--- config.mk ---
export PLATFORM = sky130hd
export DESIGN_NAME = s2mm_ring_controller
export DESIGN_NICKNAME = d
export VERILOG_FILES = /design/src/rtl/s2mm_ring_controller.sv
export SDC_FILE = /design/constraint.sdc
export NUM_CORES = 1
export LEC_CHECK = 0
export CAP_MARGIN = 20
export CORE_MARGIN = 3
export CORE_UTILIZATION = 30
export CTS_BUF_LIST = sky130_fd_sc_hd__clkbuf_4
export DETAILED_ROUTE_END_ITERATION = 10
export GPL_TIMING_DRIVEN = 0
export SETUP_SLACK_MARGIN = 0.5
export SLEW_MARGIN = 40
export SYNTH_ARGS = -nofsm -noshare
export SYNTH_HDL_FRONTEND = slang
export SYNTH_SLANG_ARGS = --single-unit
--- constraint.sdc ---
create_clock -name aclk -period 2.9 [get_ports aclk]
set_input_delay 0.58 -clock aclk [delete_from_list [all_inputs] [get_ports aclk]]
set_output_delay 0.58 -clock aclk [all_outputs]
set_load 0.03 [all_outputs]
--- src/rtl/s2mm_ring_controller.sv ---
// Burst-granular sequencer for the stream-to-memory writer: walks a DDR ring one burst at a
// time, gates the sample stream so runs start and stop on burst boundaries, and reports progress.
module s2mm_ring_controller #(
  parameter int ADDR_WIDTH     = 32,
  parameter int AXI_DATA_WIDTH = 32,
  parameter int BURST_LENGTH   = 16
) (
  input  logic                  aclk,
  input  logic                  areset,
  input  logic [ADDR_WIDTH-1:0] cfg_base,
  input  logic [15:0]           cfg_burst_count,
  input  logic                  cfg_one_shot,
  input  logic                  cfg_enable,
  input  logic                  beat,
  output logic [ADDR_WIDTH-1:0] address,
  output logic                  stream_gate,
  output logic                  busy,
  output logic                  done,
  output logic [15:0]           wr_pointer,
  output logic [15:0]           wrap_count
);

  localparam int BW = (BURST_LENGTH > 1) ? $clog2(BURST_LENGTH) : 1;
  localparam logic [BW-1:0]         LAST_BEAT   = BW'(BURST_LENGTH - 1);
  localparam logic [ADDR_WIDTH-1:0] BURST_BYTES = ADDR_WIDTH'(BURST_LENGTH * AXI_DATA_WIDTH / 8);

  typedef enum logic [1:0] {IDLE, RUN, FINISH, DONE} state_e;

  state_e                state_q, state_d;
  logic [BW-1:0]         beat_cnt_q, beat_cnt_d;
  logic [15:0]           burst_idx_q, burst_idx_d;
  logic [15:0]           wrap_count_q, wrap_count_d;
  logic [15:0]           count_q, count_d;
  logic [ADDR_WIDTH-1:0] address_q, address_d;
  logic [ADDR_WIDTH-1:0] base_q, base_d;
  logic                  one_shot_q, one_shot_d;

  logic counted, burst_end, ring_end;

  // Gate comes straight from the registered state, so the writer never sees a beat-to-gate loop.
  assign stream_gate = (state_q == RUN) || (state_q == FINISH);
  assign busy        = stream_gate;
  assign done        = (state_q == DONE);
  assign address     = address_q;
  assign wr_pointer  = burst_idx_q;
  assign wrap_count  = wrap_count_q;

  assign counted   = beat && stream_gate;
  assign burst_end = counted && (beat_cnt_q == LAST_BEAT);
  assign ring_end  = burst_end && (burst_idx_q == count_q - 16'd1);

  always_comb begin
    // NOTE: every signal gets its hold value first so no path through the case infers a latch.
    state_d      = state_q;
    beat_cnt_d   = beat_cnt_q;
    burst_idx_d  = burst_idx_q;
    wrap_count_d = wrap_count_q;
    count_d      = count_q;
    address_d    = address_q;
    base_d       = base_q;
    one_shot_d   = one_shot_q;

    unique case (state_q)
      IDLE: begin
        if (cfg_enable && (cfg_burst_count != 16'd0)) begin
          base_d       = cfg_base;
          count_d      = cfg_burst_count;
          one_shot_d   = cfg_one_shot;
          address_d    = cfg_base;
          beat_cnt_d   = '0;
          burst_idx_d  = '0;
          wrap_count_d = '0;
          state_d      = RUN;
        end
      end

      RUN, FINISH: begin
        if (counted) beat_cnt_d = beat_cnt_q + BW'(1);
        if (ring_end) begin
          burst_idx_d  = '0;
          address_d    = base_q;
          wrap_count_d = wrap_count_q + 16'd1;
        end else if (burst_end) begin
          burst_idx_d = burst_idx_q + 16'd1;
          address_d   = address_q + BURST_BYTES;
        end

        // A one-shot ring end outranks an enable drop arriving in the same cycle.
        if (ring_end && one_shot_q) begin
          state_d = DONE;
        end else if (state_q == RUN) begin
          if (!cfg_enable) begin
            if (burst_end || (beat_cnt_q == '0 && !counted)) state_d = IDLE;
            else                                              state_d = FINISH;
          end
        end else if (burst_end) begin
          state_d = IDLE;
        end
      end

      DONE: begin
        if (!cfg_enable) state_d = IDLE;
      end

      default: state_d = IDLE;
    endcase
  end

  always_ff @(posedge aclk) begin
    // NOTE: non-blocking assignments so every flop samples pre-edge values regardless of order.
    if (areset) begin
      state_q      <= IDLE;
      beat_cnt_q   <= '0;
      burst_idx_q  <= '0;
      wrap_count_q <= '0;
      count_q      <= '0;
      address_q    <= '0;
      base_q       <= '0;
      one_shot_q   <= 1'b0;
    end else begin
      state_q      <= state_d;
      beat_cnt_q   <= beat_cnt_d;
      burst_idx_q  <= burst_idx_d;
      wrap_count_q <= wrap_count_d;
      count_q      <= count_d;
      address_q    <= address_d;
      base_q       <= base_d;
      one_shot_q   <= one_shot_d;
    end
  end

endmodule

==> results.yml, run 1 <==
floorplanning:
  row_count: 53
  start_util_pct: 30.8
  fp.dieH_microns: 153
  fp.dieArea_sq_mm: 0.0235
  io_pins: 120
  die_x_microns: 153
  core_sq_mm: 0.0212
synth:
  synthTopCellsByCount: "132 x nand2_1, 119 x dfxtp_1, 97 x a21oi_1"
  yosysSeqAreaShare_pct: 36.6
  ys.flop_type: "dfxtp_1"
  syn_area_per_cell_sq_um: 7.72
  synth_top_area_share_pct: 36.6
  ys_ff_latch: 119
  synth_warnings: 0
  yosysMostFrequentCell: "nand2_1"
  yosysTopAreaCell: "dfxtp_1"
  synth_edf_count: 0
  synth_cell_types: 65
  synthTopCellsByArea: "dfxtp_1 37%, nand2_1 7.6%, a21oi_1 7.5%"
  ys_async_sr_fraction_pct: 0
  synth_cells: 844
  syn_nets: 906
  syn-cell-area_sq_mm: 0.00651
timing:
  setup_violations: 60
  fin_crit_sh_pct: 105
  worstMarginPinSlew_ns: 0.729
  holdWs_ns: 0.465
  rsz0062_at_grt: "yes"
  max_freq_mhz: 327
  relSlewSlack_pct: 51.0
  hold_violations: 0
  period_minus_slack_ns: 3.06
  skew_ns: 0.0307
  slew_violations: 0
  setup_slack_ns: -0.158
clock_network:
  clk_latency_ns: 0.56
  clock-sinks: 119
  numCtsBuffers: 17
  clk_path_buf_depth: 2
  htree_levels: 4
  root_buffer: "clkbuf_4"
  cts_tree: "done"
  cts.clk_slew.worst_paths_ns: 0.12
placed_design:
  gp_congestion: 0.875
  dp.cells: 1238
  place_area_sq_mm: 0.00820
  place_hpwl_microns: 15700
  port_buffers: 119
route:
  ant_nets: 0
  avgViaCountPerCell: 5.32
  wirelength_microns: 22100
  drt_iter0_drc: 382
  drcViolationCount: 0
  drt_first_pass_iters: 5
  vias: 6931
  routedWlPerCell_microns: 16.9
setup_path:
  cp-start-kind: "register"
  r2r-end: "address[7]$_SDFFE_PP0P_"
  crit-reg2reg-launch: "count_q[0]$_SDFFE_PP0P_"
  endpoint_kind: "register"
  crit_path_start: "count_q[0]$_SDFFE_PP0P_"
  worstSetupEndpoint: "address[7]$_SDFFE_PP0P_"
  rrSetupSlack_ns: -0.16
  ff2ff_path_depth: 13
  arrival_ns: 3.50
  crit_fanout: 8
  crit_required_ns: 3.34
  crit_type: "reg2reg"
global_route:
  grt_pass1_vias: 6312
  grt_overflow_total: 0
  grt_use_total_pct: 17.9
  grt_max_degree: 17
  antenna_found_initial: 0
  grt_pass1_wl_microns: 34400
hold_path:
  hold_class: "reg2reg"
pwr:
  total_power_uw: 7180
  vdd_drop_max_v: 0.000487
  p_seq_share_pct: 32.3
  internal_power_uw: 3900
  p_switching_uw: 3280
  switching_share_pct: 45.7
  p_leak_uw: 0.00339
  clock_power_share_pct: 17.4
  combPwrFrac_pct: 50.3
  cellPowerDensity_mw_per_mm2: 776
outcome:
  status: "finished with violations"
  failed_checks: "setup timing"
final_layout:
  final_nets: 1077
  fin_cells: 1303
  antenna_cells: 0
  area.growth.synth_to_final_pct: 42.1
  postLayoutCellArea_sq_mm: 0.00926
  drive_gt1_share_pct: 17.8
  post-route-util_pct: 43.8
job:
  max_cap_viol_count: 0
[worst min path at each step]
stage                            start                      end  slack (ns)  depth (start not counted)
2_1_floorplan   base_q[7]$_SDFFE_PP0P_   base_q[7]$_SDFFE_PP0P_        0.43                          2
3_3_place_gp   base_q[31]$_SDFFE_PP0P_  base_q[31]$_SDFFE_PP0P_        0.44                          2
3_5_place_dp   base_q[17]$_SDFFE_PP0P_  base_q[17]$_SDFFE_PP0P_        0.45                          2
4_1_cts         base_q[5]$_SDFFE_PP0P_   base_q[5]$_SDFFE_PP0P_        0.47                          2
6_report       base_q[11]$_SDFFE_PP0P_  base_q[11]$_SDFFE_PP0P_        0.46                          2
5_1_grt        base_q[23]$_SDFFE_PP0P_  base_q[23]$_SDFFE_PP0P_        0.47                          2
[sequential cells by signal (all words and copies together), names as in the netlist]
name	flops
address	32
base_q	32
count_q	16
wr_pointer	16
wrap_count	16
beat_cnt_q	4
state_q	2
one_shot_q	1
[metal layers]
layer	vias to the layer above	share of wire, %	global-route usage (%)
met1	3322	47	24.3
met2	196	47	29.4
li1	3389	-	-
met4	0	1.0	3.95
met5	-	0	0
met3	24	5.1	3.94
[layout make-up]
| cell class | count | area, sq um |
|---|---|---|
| fillers | 2122 | 11900 |
| multi-input cells | 644 | 4210 |
| plain buffers | 63 | 398 |
| inverters | 18 | 72.6 |
| clock inverters | 13 | 148 |
| repair buffers | 152 | 1550 |
| clock buffers | 19 | 143 |
| well taps | 275 | 344 |
| flip-flops and latches | 119 | 2390 |
[worst max-delay path: stages, from the launching register on]
cell       delay (ns)
dfxtp_2          0.34
buf_8            0.13
inv_4            0.05
ha_4             0.12
or3b_4           0.37
or4b_1           0.51
and3_4           0.18
o21bai_1         0.15
nand4bb_1        0.24
buf_6            0.18
buf_4            0.13
or4_1            0.40
o31ai_1          0.08
o41ai_1          0.09
[cell usage in the layout (no fill, tap or decap), types with 22 or more instances in the layout]
master / Yosys / routed
nor2_1: 46 / 33
clkbuf_1: 49 / 32
o21ai_0: 33 / 27
a31oi_1: 29 / 28
nand2_1: 132 / 131
xor2_1: 36 / 36
dfxtp_1: 119 / 113
xnor2_1: 22 / 22
a21oi_1: 97 / 92
nand3_1: 52 / 42
clkdlybuf4s50_1: 0 / 96
[per-stage QoR]
stage	worst slack [ns]	setup TNS (ns)
after CTS	-0.0652	-1.49
after detailed placement	-0.657	-40.61
after global placement	-0.646	-40.17
final	-0.158	-3.84
after global routing	-0.236	-8.94
after floorplan	0.157	0
[cell families (layout without fill, tap and decap cells)]
family                   after synthesis  after routing  synth area share, %
AND/OR/NAND/NOR                      359            359                 27.9
AO/OA/AOI/OAI                        217            217                 20.3
flip-flops                           119            119                 36.6
XOR/XNOR                              58             58                 7.80
multiplexers                           1              1                0.154
adder cells (fa/ha/maj)                9              9                 1.73
buffers and inverters                 81            265                 5.49
[power groups by stage]
stage,sequential [uW],combinational [uW],clock (uW)
5_1_grt,2360,3880,1360
3_3_place_gp,2330,3150,0
3_5_place_dp,2330,3160,0
6_report,2320,3610,1250
4_1_cts,2300,3310,1280
2_1_floorplan,2590,1730,0
[repair_timing]
item	4_1_cts	5_1_grt
setup buffers	10	19
endpoints found under the hold margin	0	0
endpoints found under the setup margin	115	127
gates cloned	1	3
hold buffers	0	0
gates resized for setup	41	113
pin swaps	7	43
(Power assumes the default switching activity.)
==> run 2: changes to the inputs <==
--- a/config.mk
+++ b/config.mk
@@ -8,7 +8,7 @@
 export CAP_MARGIN = 20
 export CORE_MARGIN = 3
 export CORE_UTILIZATION = 30
-export CTS_BUF_LIST = sky130_fd_sc_hd__clkbuf_4
+export CTS_BUF_LIST = sky130_fd_sc_hd__clkbuf_8
 export DETAILED_ROUTE_END_ITERATION = 10
 export GPL_TIMING_DRIVEN = 0
 export SETUP_SLACK_MARGIN = 0.5
==> run 2 against run 1 <==
Net effect:
- the flow still finishes with violations (setup timing)
- combinational power down 3%
- setup slack better by 0.029 ns
- fmax up 0.96%
==> results.yml, run 2 (synthesis gave the netlist of run 1 again) <==
placed_design:
  gp_congestion: 0.875
  dp_slack_ns: -0.657
  place_hpwl_microns: 15700
  place_area_sq_mm: 0.00820
  port_buffers: 119
global_route:
  grt_overflow_total: 0
  grt_pass1_wl_microns: 34500
  grt_use_total_pct: 18.0
  grt_max_degree: 17
  antenna_found_initial: 0
  grt_pass1_vias: 6354
outcome:
  status: "finished with violations"
  failed_checks: "setup timing"
job:
  max_cap_viol_count: 0
route:
  routedWlPerCell_microns: 17.0
  wirelength_microns: 22100
  ant_nets: 0
  drcViolationCount: 0
  avgViaCountPerCell: 5.32
  vias: 6899
  drt_iter0_drc: 390
  drt_first_pass_iters: 5
hold_path:
  hp-start: "base_q[11]$_SDFFE_PP0P_"
  hold_class: "reg2reg"
  hold_end: "base_q[11]$_SDFFE_PP0P_"
  min_path_cells: 2
clock_network:
  cts_tree: "done"
  root_buffer: "clkbuf_8"
  cts.clk_slew.worst_paths_ns: 0.08
  hold_buffers: 0
  clk_path_buf_depth: 2
  clock-sinks: 119
  numCtsBuffers: 17
  htree_levels: 4
  clk_latency_ns: 0.47
floorplanning:
  fp.dieArea_sq_mm: 0.0235
  core_sq_mm: 0.0212
  row_count: 53
  die_x_microns: 153
  start_util_pct: 30.8
  io_pins: 120
  fp.dieH_microns: 153
setup_path:
  crit_required_ns: 3.30
  crit_path_max_incr_delay_ns: 0.48
  path_depth: 12
  cp_top_family: "simple AND/OR/NAND/NOR gates"
  endpoint_kind: "register"
  crit_fanout: 5
  worst_path_max_delay_cell: "or4_1"
  crit_path_cell_trace: "buf_8 > inv_4 > ha_4 > or3b_4 > or4b_1 > and3_4 > buf_4 > nor4b_4 > buf_4 > a21oi_2 > or4_1 > a21oi_1"
  arrival_ns: 3.43
  crit_buf_inv: 4
  cp-start-kind: "register"
  rrSetupSlack_ns: -0.13
  ff2ff_path_depth: 12
  cp_common_cell: "buf_4"
  crit_type: "reg2reg"
  crit-reg2reg-launch: "count_q[1]$_SDFFE_PP0P_"
  r2r-end: "wrap_count[14]$_SDFFE_PP0P_"
timing:
  fin_setup_tns_ns: -2.35
  hold_violations: 0
  holdWs_ns: 0.459
  setup_slack_ns: -0.129
  setup_violations: 57
  slew_violations: 0
  rsz0062_at_grt: "yes"
  period_minus_slack_ns: 3.03
  fin_crit_sh_pct: 104
  skew_ns: 0.0207
  relSlewSlack_pct: 51.5
  worstMarginPinSlew_ns: 0.721
  max_freq_mhz: 330
final_layout:
  layout_common_cells: "131 x nand2_1, 116 x dfxtp_1, 116 x clkdlybuf4s50_1"
  area.growth.synth_to_final_pct: 39.0
  multi_input_area_sq_mm: 0.00404
  fillCellCount: 2149
  post-route-util_pct: 42.8
  mostFrequentLayoutCell: "nand2_1"
  postLayoutCellArea_sq_mm: 0.00905
  antenna_cells: 0
  drive_gt1_share_pct: 14.4
  register_area_sq_mm: 0.00239
  final_nets: 1070
pwr:
  vdd_drop_max_v: 0.000483
  p_leak_uw: 0.00306
  cellPowerDensity_mw_per_mm2: 810
## run 2: cell count changes in the layout (fill, tap and decap cells not counted), moves of 7 or more
| cell | previous run | this run |
|---|---|---|
| dlymetal6s2s_1 | 17 | 0 |
| nor2_4 | 10 | 3 |
| clkbuf_8 | 0 | 17 |
| nor2_1 | 33 | 44 |
| clkbuf_4 | 21 | 4 |
| clkdlybuf4s50_1 | 96 | 116 |
## run 2: layer usage
| layer | vias to the layer above | global-route usage [%] | wire [microns] |
|---|---|---|---|
| met1 | 3317 | 24.4 | 10300 |
| met5 | - | 0 | 0 |
| met2 | 182 | 29.4 | 10400 |
| met4 | 0 | 4.25 | 265 |
| li1 | 3375 | - | - |
| met3 | 25 | 3.85 | 1080 |
## run 2: power by group
| group | switching [uW] | internal (uW) |
|---|---|---|
| Clock | 747 | 764 |
| Combinational | 2160 | 1350 |
| Sequential | 371 | 1940 |
## run 2: worst max-delay path by stage
stage / from / end / slack [ns]
after detailed placement: cfg_burst_count[0] / wr_pointer[13]$_SDFFE_PP0P_ / -0.66
after global placement: cfg_burst_count[0] / wr_pointer[13]$_SDFFE_PP0P_ / -0.65
after CTS: count_q[1]$_SDFFE_PP0P_ / address[17]$_SDFFE_PP0P_ / -0.05
after global routing: count_q[1]$_SDFFE_PP0P_ / wrap_count[14]$_SDFFE_PP0P_ / -0.21
after floorplan: count_q[1]$_SDFFE_PP0P_ / address[19]$_SDFFE_PP0P_ / 0.16
final: count_q[1]$_SDFFE_PP0P_ / wrap_count[14]$_SDFFE_PP0P_ / -0.13
## run 2: area by class of cell
| cell class | instances | area share (%) |
|---|---|---|
| well taps | 275 | 3.80 |
| flip-flops and latches | 119 | 26.4 |
| clock buffers | 17 | 2.58 |
| plain buffers | 63 | 4.35 |
| inverters | 18 | 0.801 |
| clock inverters | 15 | 1.71 |
| multi-input cells | 645 | 44.6 |
| repair buffers | 144 | 15.8 |
## run 2: stage by stage
step | std cells | power, uW
final | 1296 | 7330
after global placement | 1238 | 5470
after CTS | 1283 | 7140
after global routing | 1296 | 7740
after floorplan | 844 | 4320
after detailed placement | 1238 | 5490
## run 2: worst min-delay path, cell delays in order, from the launching register on
cell	delay [ns]
dfxtp_1	0.32
nand2_1	0.05
a21oi_1	0.05
## run 2: repair_timing
action / CTS / global route
setup endpoints to repair: 112 / 116
pin swaps: 6 / 10
gates resized for setup: 41 / 33
setup buffers: 13 / 9
gates cloned: 0 / 4
